### src/rtl/serial_bit_feeder_if.sv
// Handshake and serial-line bundle for serial_bit_feeder.
// The slave modport is the feeder side; the master modport is the word source / line consumer.
interface serial_bit_feeder_if #(
  parameter int unsigned WIDTH = 8
);
  logic             clr;
  logic             en;
  logic             in_valid;
  logic             in_ready;
  logic [WIDTH-1:0] in_data;
  logic             ser_out;
  logic             ser_valid;
  logic             word_done;
  logic             busy;

  modport slave (
    input  clr,
    input  en,
    input  in_valid,
    input  in_data,
    output in_ready,
    output ser_out,
    output ser_valid,
    output word_done,
    output busy
  );

  modport master (
    output clr,
    output en,
    output in_valid,
    output in_data,
    input  in_ready,
    input  ser_out,
    input  ser_valid,
    input  word_done,
    input  busy
  );
endinterface

### src/rtl/serial_bit_feeder.sv
// Parallel-to-serial feeder for the serial sequence detectors.
// A one-word holding buffer in front of the shifter lets words stream back to back; with nothing
// to send the line sits at IDLE_BIT so a detector downstream never sees a spurious pattern.
module serial_bit_feeder #(
  parameter int unsigned WIDTH     = 8,
  parameter bit          MSB_FIRST = 1'b1,
  parameter bit          IDLE_BIT  = 1'b0
) (
  input  logic               clk,
  input  logic               rst,
  serial_bit_feeder_if.slave bus
);

  localparam int unsigned CntW = (WIDTH > 1) ? $clog2(WIDTH) : 1;
  localparam logic [CntW-1:0] LastCnt = CntW'(WIDTH - 1);

  typedef enum logic [0:0] {StIdle, StShift} state_e;

  state_e            r_state;
  logic [WIDTH-1:0]  r_hold;
  logic              r_hold_valid;
  logic [WIDTH-1:0]  r_sh;
  logic [CntW-1:0]   r_cnt;

  logic              w_last;
  logic              w_accept;
  logic [WIDTH-1:0]  w_sh_next;

  // Decode last-bit, accept and the one-position shift toward the output end.
  always_comb begin
    w_last   = (r_state == StShift) && bus.en && (r_cnt == LastCnt);
    w_accept = bus.in_valid && !r_hold_valid;
    if (MSB_FIRST) begin
      w_sh_next = {r_sh[WIDTH-2:0], 1'b0};
    end else begin
      w_sh_next = {1'b0, r_sh[WIDTH-1:1]};
    end
  end

  // Holding buffer, shifter, bit counter and state; clr outranks accept and shifting.
  always_ff @(posedge clk or negedge rst) begin
    if (!rst) begin
      r_state      <= StIdle;
      r_hold       <= '0;
      r_hold_valid <= 1'b0;
      r_sh         <= '0;
      r_cnt        <= '0;
    end else if (bus.clr) begin
      r_state      <= StIdle;
      r_hold_valid <= 1'b0;
      r_cnt        <= '0;
    end else begin
      unique case (r_state)
        StIdle: begin
          // Loading from the buffer does not wait for en.
          if (r_hold_valid) begin
            r_sh         <= r_hold;
            r_cnt        <= '0;
            r_hold_valid <= 1'b0;
            r_state      <= StShift;
          end
        end
        StShift: begin
          if (w_last) begin
            if (r_hold_valid) begin
              // Reload straight from the buffer so consecutive words have no gap.
              r_sh         <= r_hold;
              r_cnt        <= '0;
              r_hold_valid <= 1'b0;
            end else begin
              r_cnt   <= '0;
              r_state <= StIdle;
            end
          end else if (bus.en) begin
            r_sh  <= w_sh_next;
            r_cnt <= r_cnt + CntW'(1);
          end
        end
        default: r_state <= StIdle;
      endcase
      // Accept only when the buffer is empty, so it never collides with a transfer above.
      if (w_accept) begin
        r_hold       <= bus.in_data;
        r_hold_valid <= 1'b1;
      end
    end
  end

  // Output decode from registered state only; in_ready has no path from in_valid.
  always_comb begin
    bus.in_ready  = !r_hold_valid;
    bus.busy      = (r_state == StShift) || r_hold_valid;
    bus.word_done = w_last;
    if (r_state == StShift) begin
      bus.ser_out   = MSB_FIRST ? r_sh[WIDTH-1] : r_sh[0];
      bus.ser_valid = 1'b1;
    end else begin
      bus.ser_out   = IDLE_BIT;
      bus.ser_valid = 1'b0;
    end
  end

endmodule

### src/flat_wrapper.sv
// flat-port wrapper written by rule: the top's interface ports become plain ports
module serial_bit_feeder_flat 
#(
  parameter int unsigned WIDTH     = 8,
  parameter bit          MSB_FIRST = 1'b1,
  parameter bit          IDLE_BIT  = 1'b0
)
  (clk, rst, bus_clr, bus_en, bus_in_valid, bus_in_data, bus_in_ready, bus_ser_out, bus_ser_valid, bus_word_done, bus_busy);
  serial_bit_feeder_if #(.WIDTH(WIDTH)) bus_i ();
  input  logic clk;
  input  logic rst;
  input wire logic [$bits(bus_i.clr)-1:0] bus_clr;
  input wire logic [$bits(bus_i.en)-1:0] bus_en;
  input wire logic [$bits(bus_i.in_valid)-1:0] bus_in_valid;
  input wire logic [$bits(bus_i.in_data)-1:0] bus_in_data;
  output wire logic [$bits(bus_i.in_ready)-1:0] bus_in_ready;
  output wire logic [$bits(bus_i.ser_out)-1:0] bus_ser_out;
  output wire logic [$bits(bus_i.ser_valid)-1:0] bus_ser_valid;
  output wire logic [$bits(bus_i.word_done)-1:0] bus_word_done;
  output wire logic [$bits(bus_i.busy)-1:0] bus_busy;
  assign bus_i.clr = bus_clr;
  assign bus_i.en = bus_en;
  assign bus_i.in_valid = bus_in_valid;
  assign bus_i.in_data = bus_in_data;
  assign bus_in_ready = bus_i.in_ready;
  assign bus_ser_out = bus_i.ser_out;
  assign bus_ser_valid = bus_i.ser_valid;
  assign bus_word_done = bus_i.word_done;
  assign bus_busy = bus_i.busy;
  serial_bit_feeder #(.WIDTH(WIDTH), .MSB_FIRST(MSB_FIRST), .IDLE_BIT(IDLE_BIT)) u_core (.clk(clk), .rst(rst), .bus(bus_i));
endmodule
### config.mk
export PLATFORM = sky130hd
export DESIGN_NAME = serial_bit_feeder_flat
export DESIGN_NICKNAME = d
export VERILOG_FILES = /design/src/rtl/serial_bit_feeder_if.sv /design/src/rtl/serial_bit_feeder.sv /design/src/flat_wrapper.sv
export SDC_FILE = /design/constraint.sdc
export NUM_CORES = 1
export LEC_CHECK = 0
export BUFFER_PORTS_ARGS = -buffer_cell sky130_fd_sc_hd__buf_2
export CORE_ASPECT_RATIO = 1.5
export CORE_MARGIN = 1
export CORE_UTILIZATION = 24
export DETAILED_ROUTE_END_ITERATION = 16
export PLACE_DENSITY_LB_ADDON = 0.2
export SYNTH_ARGS = -nofsm -noshare
export SYNTH_HDL_FRONTEND = slang
export SYNTH_SLANG_ARGS = --single-unit
### constraint.sdc
create_clock -name clk -period 3.85 [get_ports clk]
set_input_delay 1.155 -clock clk [delete_from_list [all_inputs] [get_ports clk]]
set_output_delay 1.155 -clock clk [all_outputs]
set_load 0.05 [all_outputs]
# After elaboration in Yosys (flattened, before gate mapping)
# Index checks and enable logic that the tools add are counted.
# word_totals
regBits	21
in_bits	13
out_inout_bits	5
# classes
addsub	1
eq_ne	5
muxes	19
n_bitwise	2
n_reduce_logical	8
# op_table
cell	n
two-way mux 8 bit	3
one-hot mux 8 bit (2 select lines)	1
two-way mux 3 bit	4
two-way mux 1 bit	8
!= test 4 bit (second input constant)	2
one-hot mux 3 bit (2 select lines)	1
AND reduction 2 bit	3
one-hot mux 1 bit (2 select lines)	2
adder 3 x 1 -> 3 bit (second input constant)	1
equality test 3 bit (second input constant)	1
logical AND 1 bit	3
!= test 3 x 2 -> 1 bit (second input constant)	1
!= test 3 bit (second input constant)	1
NOT 1 bit	2
zero test 1 bit	1
logical OR 1 bit	1

# Depth between registers and ports, before layout
# depth
word_depth	6
depth_mapped	6
mapped_depth_nobuf	5

# Worst setup path before layout
# Ideal clock, no wire load.
# synth_path
path_type	input-to-output
start	input bus_en
end	output bus_word_done
arrival_time_ps	1486
slack_ps	1209
cell_stages	1
path_buffers	0
path_cell_list	and3_2
# synth_via
elab_chain_cells	2
# synth_lines
item	line	rtl
from (decl)	flat_wrapper.sv:13	input wire logic [$bits(bus_i.en)-1:0] bus_en;
logical AND 1 bit (2 in a row)	serial_bit_feeder.sv:31	w_last = (r_state == StShift) && bus.en && (r_cnt == LastCnt);
to (decl)	flat_wrapper.sv:19	output wire logic [$bits(bus_i.word_done)-1:0] bus_word_done;
# No other way between the ends.

# Worst setup path after layout
# Same ends and word-level chain as after synthesis.

==> flow_metrics.tcl <==
set metrics [dict create \
    cts.clk_slew.worst_paths_ns 0.07 \
    syn2layout_area_growth_pct 15.36 \
    min_path_cells 1 \
    cts_root_buf "clkbuf_8" \
    ir_worst_vdd_v 0.0001473 \
    htree_levels 1 \
    hold_path.class "register to register" \
    start_util_pct 25.68 \
    num_rows 28 \
    grtUsageTotal_pct 9.188 \
    cts_sinks 21 \
    r2r_cells 5 \
    vias_per_cell 4.667 \
    hold_buffers 0 \
    vias 672 \
    cpPeakStageDelay_ns 0.25 \
    ios 18 \
    drtIter0Drc 25 \
    fin_ws_ns 0.9704 \
    grt_first_pass_wirelength_um 3222 \
    ys_types 23 \
    final_common_cell "dfrtp_1" \
    cp_top_family "buffers and inverters" \
    postSynthCellCount 81 \
    cts_tree "built" \
    crit_top_cell "buf_2" \
    clk_latency_ns 0.26 \
    place_area_um2 1149 \
    mostFrequentLayoutCells "dfrtp_1 (21), buf_2 (17), mux2_2 (9), nand2b_1 (8)" \
    tns_ns 0 \
    cp_slowest_cell "buf_2" \
    drc_errors 0 \
    cts_buffers 3 \
    antenna_found_initial 0 \
    grt_max_degree 22 \
    drv_slew 0 \
    fin_area_um2 1194 \
    start_kind "primary input" \
    cts_resized 0 \
    grt.overflow.total 0 \
    worstMarginPinSlew_ns 0.4888 \
    yosysSeqAreaShare_pct 50.79 \
    synth_area_um2 1035 \
    finalHoldViolCount 0 \
    syn_nets 96 \
    arrival_ns 1.72 \
    dr.pass1.iters 3 \
    post-place-ws_ns 0.9627 \
    final_antenna_net_count 0 \
    cts_setup_buffers 0 \
    grt_pass1_vias 690 \
    port_buffers 17 \
    core_um2 4029 \
    period_minus_slack_ns 2.880 \
    final_util_pct 29.63 \
    die_h_um 82.42 \
    setup_violations 0 \
    crit_buf_inv 2 \
    final_layout_size_suffix_gt1_share_pct 35.35 \
    synth.avg_cell_area_um2 12.77 \
    skew_ns 0.004255 \
    crit_cells 3 \
    layout.nets 115 \
    yosysWarnings 0 \
    routedWlPerCell_um 13.05 \
    power.leakage_uw 0.0005614 \
    cp-end-kind "primary output" \
    critical_path_class "primary input to primary output" \
    cp.required_ns 2.69 \
    dieWidth_um 55.61 \
    synth-seq-cells 21 \
    clock.fmax_mhz 347.3 \
    die_area_um2 4583 \
    fin_crit_sh_pct 74.80 \
    max-cap-violations 0 \
    powerDensity_nw_per_um2 461.8 \
    path_cells "buf_2 -> and3_2 -> buf_2" \
    rsz0062_at_grt "no" \
    finalWirelength_um 1879 \
    outcome "finished clean" \
    routabilityCongestion 0.6959 \
    clockBufferDepth 2 \
    diodes 0 \
    max-slew-margin-rel_pct 67.29 \
    path_max_fanout 6 \
]
[sequential cells by signal, summed over array words and instances (netlist names)]
name and count:
u_core.r_state 1, u_core.r_hold 8, u_core.r_cnt 3, u_core.r_sh 8, u_core.r_hold_valid 1
[worst paths after layout]
path | startpoint | to | slack (ns)
worst max-delay path | bus_en | bus_word_done | 0.97
worst min-delay path | u_core.r_hold[4] | u_core.r_hold[4] | 0.50
worst max register to register | u_core.r_cnt[0] | u_core.r_sh[1] | 2.10
worst min register to register | u_core.r_hold[4] | u_core.r_hold[4] | 0.50
max in group asynchronous | rst | u_core.r_hold[5] | 2.67
min in group asynchronous | rst | u_core.r_cnt[0] | 0.84
[cells in the mapped netlist, drive strengths merged]
| master | n | area, um^2 |
|---|---|---|
| dfrtp | 21 | 525.5 |
| mux2 | 9 | 101.4 |
| nand2b | 9 | 58.81 |
| a2bb2oi | 7 | 61.31 |
| mux2i | 7 | 70.07 |
| nor2 | 4 | 15.01 |
| buf | 3 | 27.52 |
| inv | 3 | 11.26 |
| a21oi | 2 | 10.01 |
| a22oi | 2 | 15.01 |
| ha | 2 | 25.02 |
| nand4b | 2 | 17.52 |
| o21ai | 2 | 10.01 |
| a211oi | 1 | 20.02 |
| a21bo | 1 | 10.01 |
| and2 | 1 | 7.510 |
| and3 | 1 | 7.510 |
| nor2b | 1 | 6.260 |
| nor3b | 1 | 18.77 |
| o21bai | 1 | 7.510 |
| xor2 | 1 | 8.760 |
[power by group]
group | internal (uW) | leakage, uW | switching [uW]
Combinational | 61.2 | 0.000286 | 53.3
Clock | 73.7 | 0.0000228 | 70.6
Sequential | 266 | 0.000252 | 26.7
Total | 401 | 0.000561 | 151
[through the flow]
stage | hold WS [ns] | std cells | power [uW]
after global routing | 0.5126 | 144 | 581.9
after CTS | 0.5054 | 144 | 561.1
after detailed placement | 0.4875 | 140 | 413.7
after floorplan | 0.4716 | 81 | 384.1
final | 0.5012 | 144 | 551.3
after global placement | 0.4838 | 140 | 410.3
[cell families after synthesis]
family / share of synthesized area (%)
AO/OA/AOI/OAI: 12.94
XOR/XNOR: 0.8466
adder cells (fa/ha/maj): 2.418
buffers and inverters: 3.748
flip-flops: 50.79
multiplexers: 16.57
AND/OR/NAND/NOR: 12.70
[cell type report]
| cell class | instances | area [um^2] |
|---|---|---|
| fillers | 434 | 2835 |
| multi-input cells | 54 | 470.5 |
| repair buffers | 17 | 85.08 |
| inverters | 3 | 11.26 |
| well taps | 45 | 56.30 |
| clock buffers | 4 | 45.04 |
| flip-flops and latches | 21 | 525.5 |
[metal layers]
| metal | track usage [%] | up-vias | wire [um] |
|---|---|---|---|
| met4 | 5.250 | 0 | 34 |
| li1 | - | 323 | - |
| met3 | 1.402 | 2 | 63 |
| met2 | 16.99 | 13 | 994 |
| met5 | 0 | - | 0 |
| met1 | 10.03 | 334 | 787 |
(Power assumes the default switching activity.)
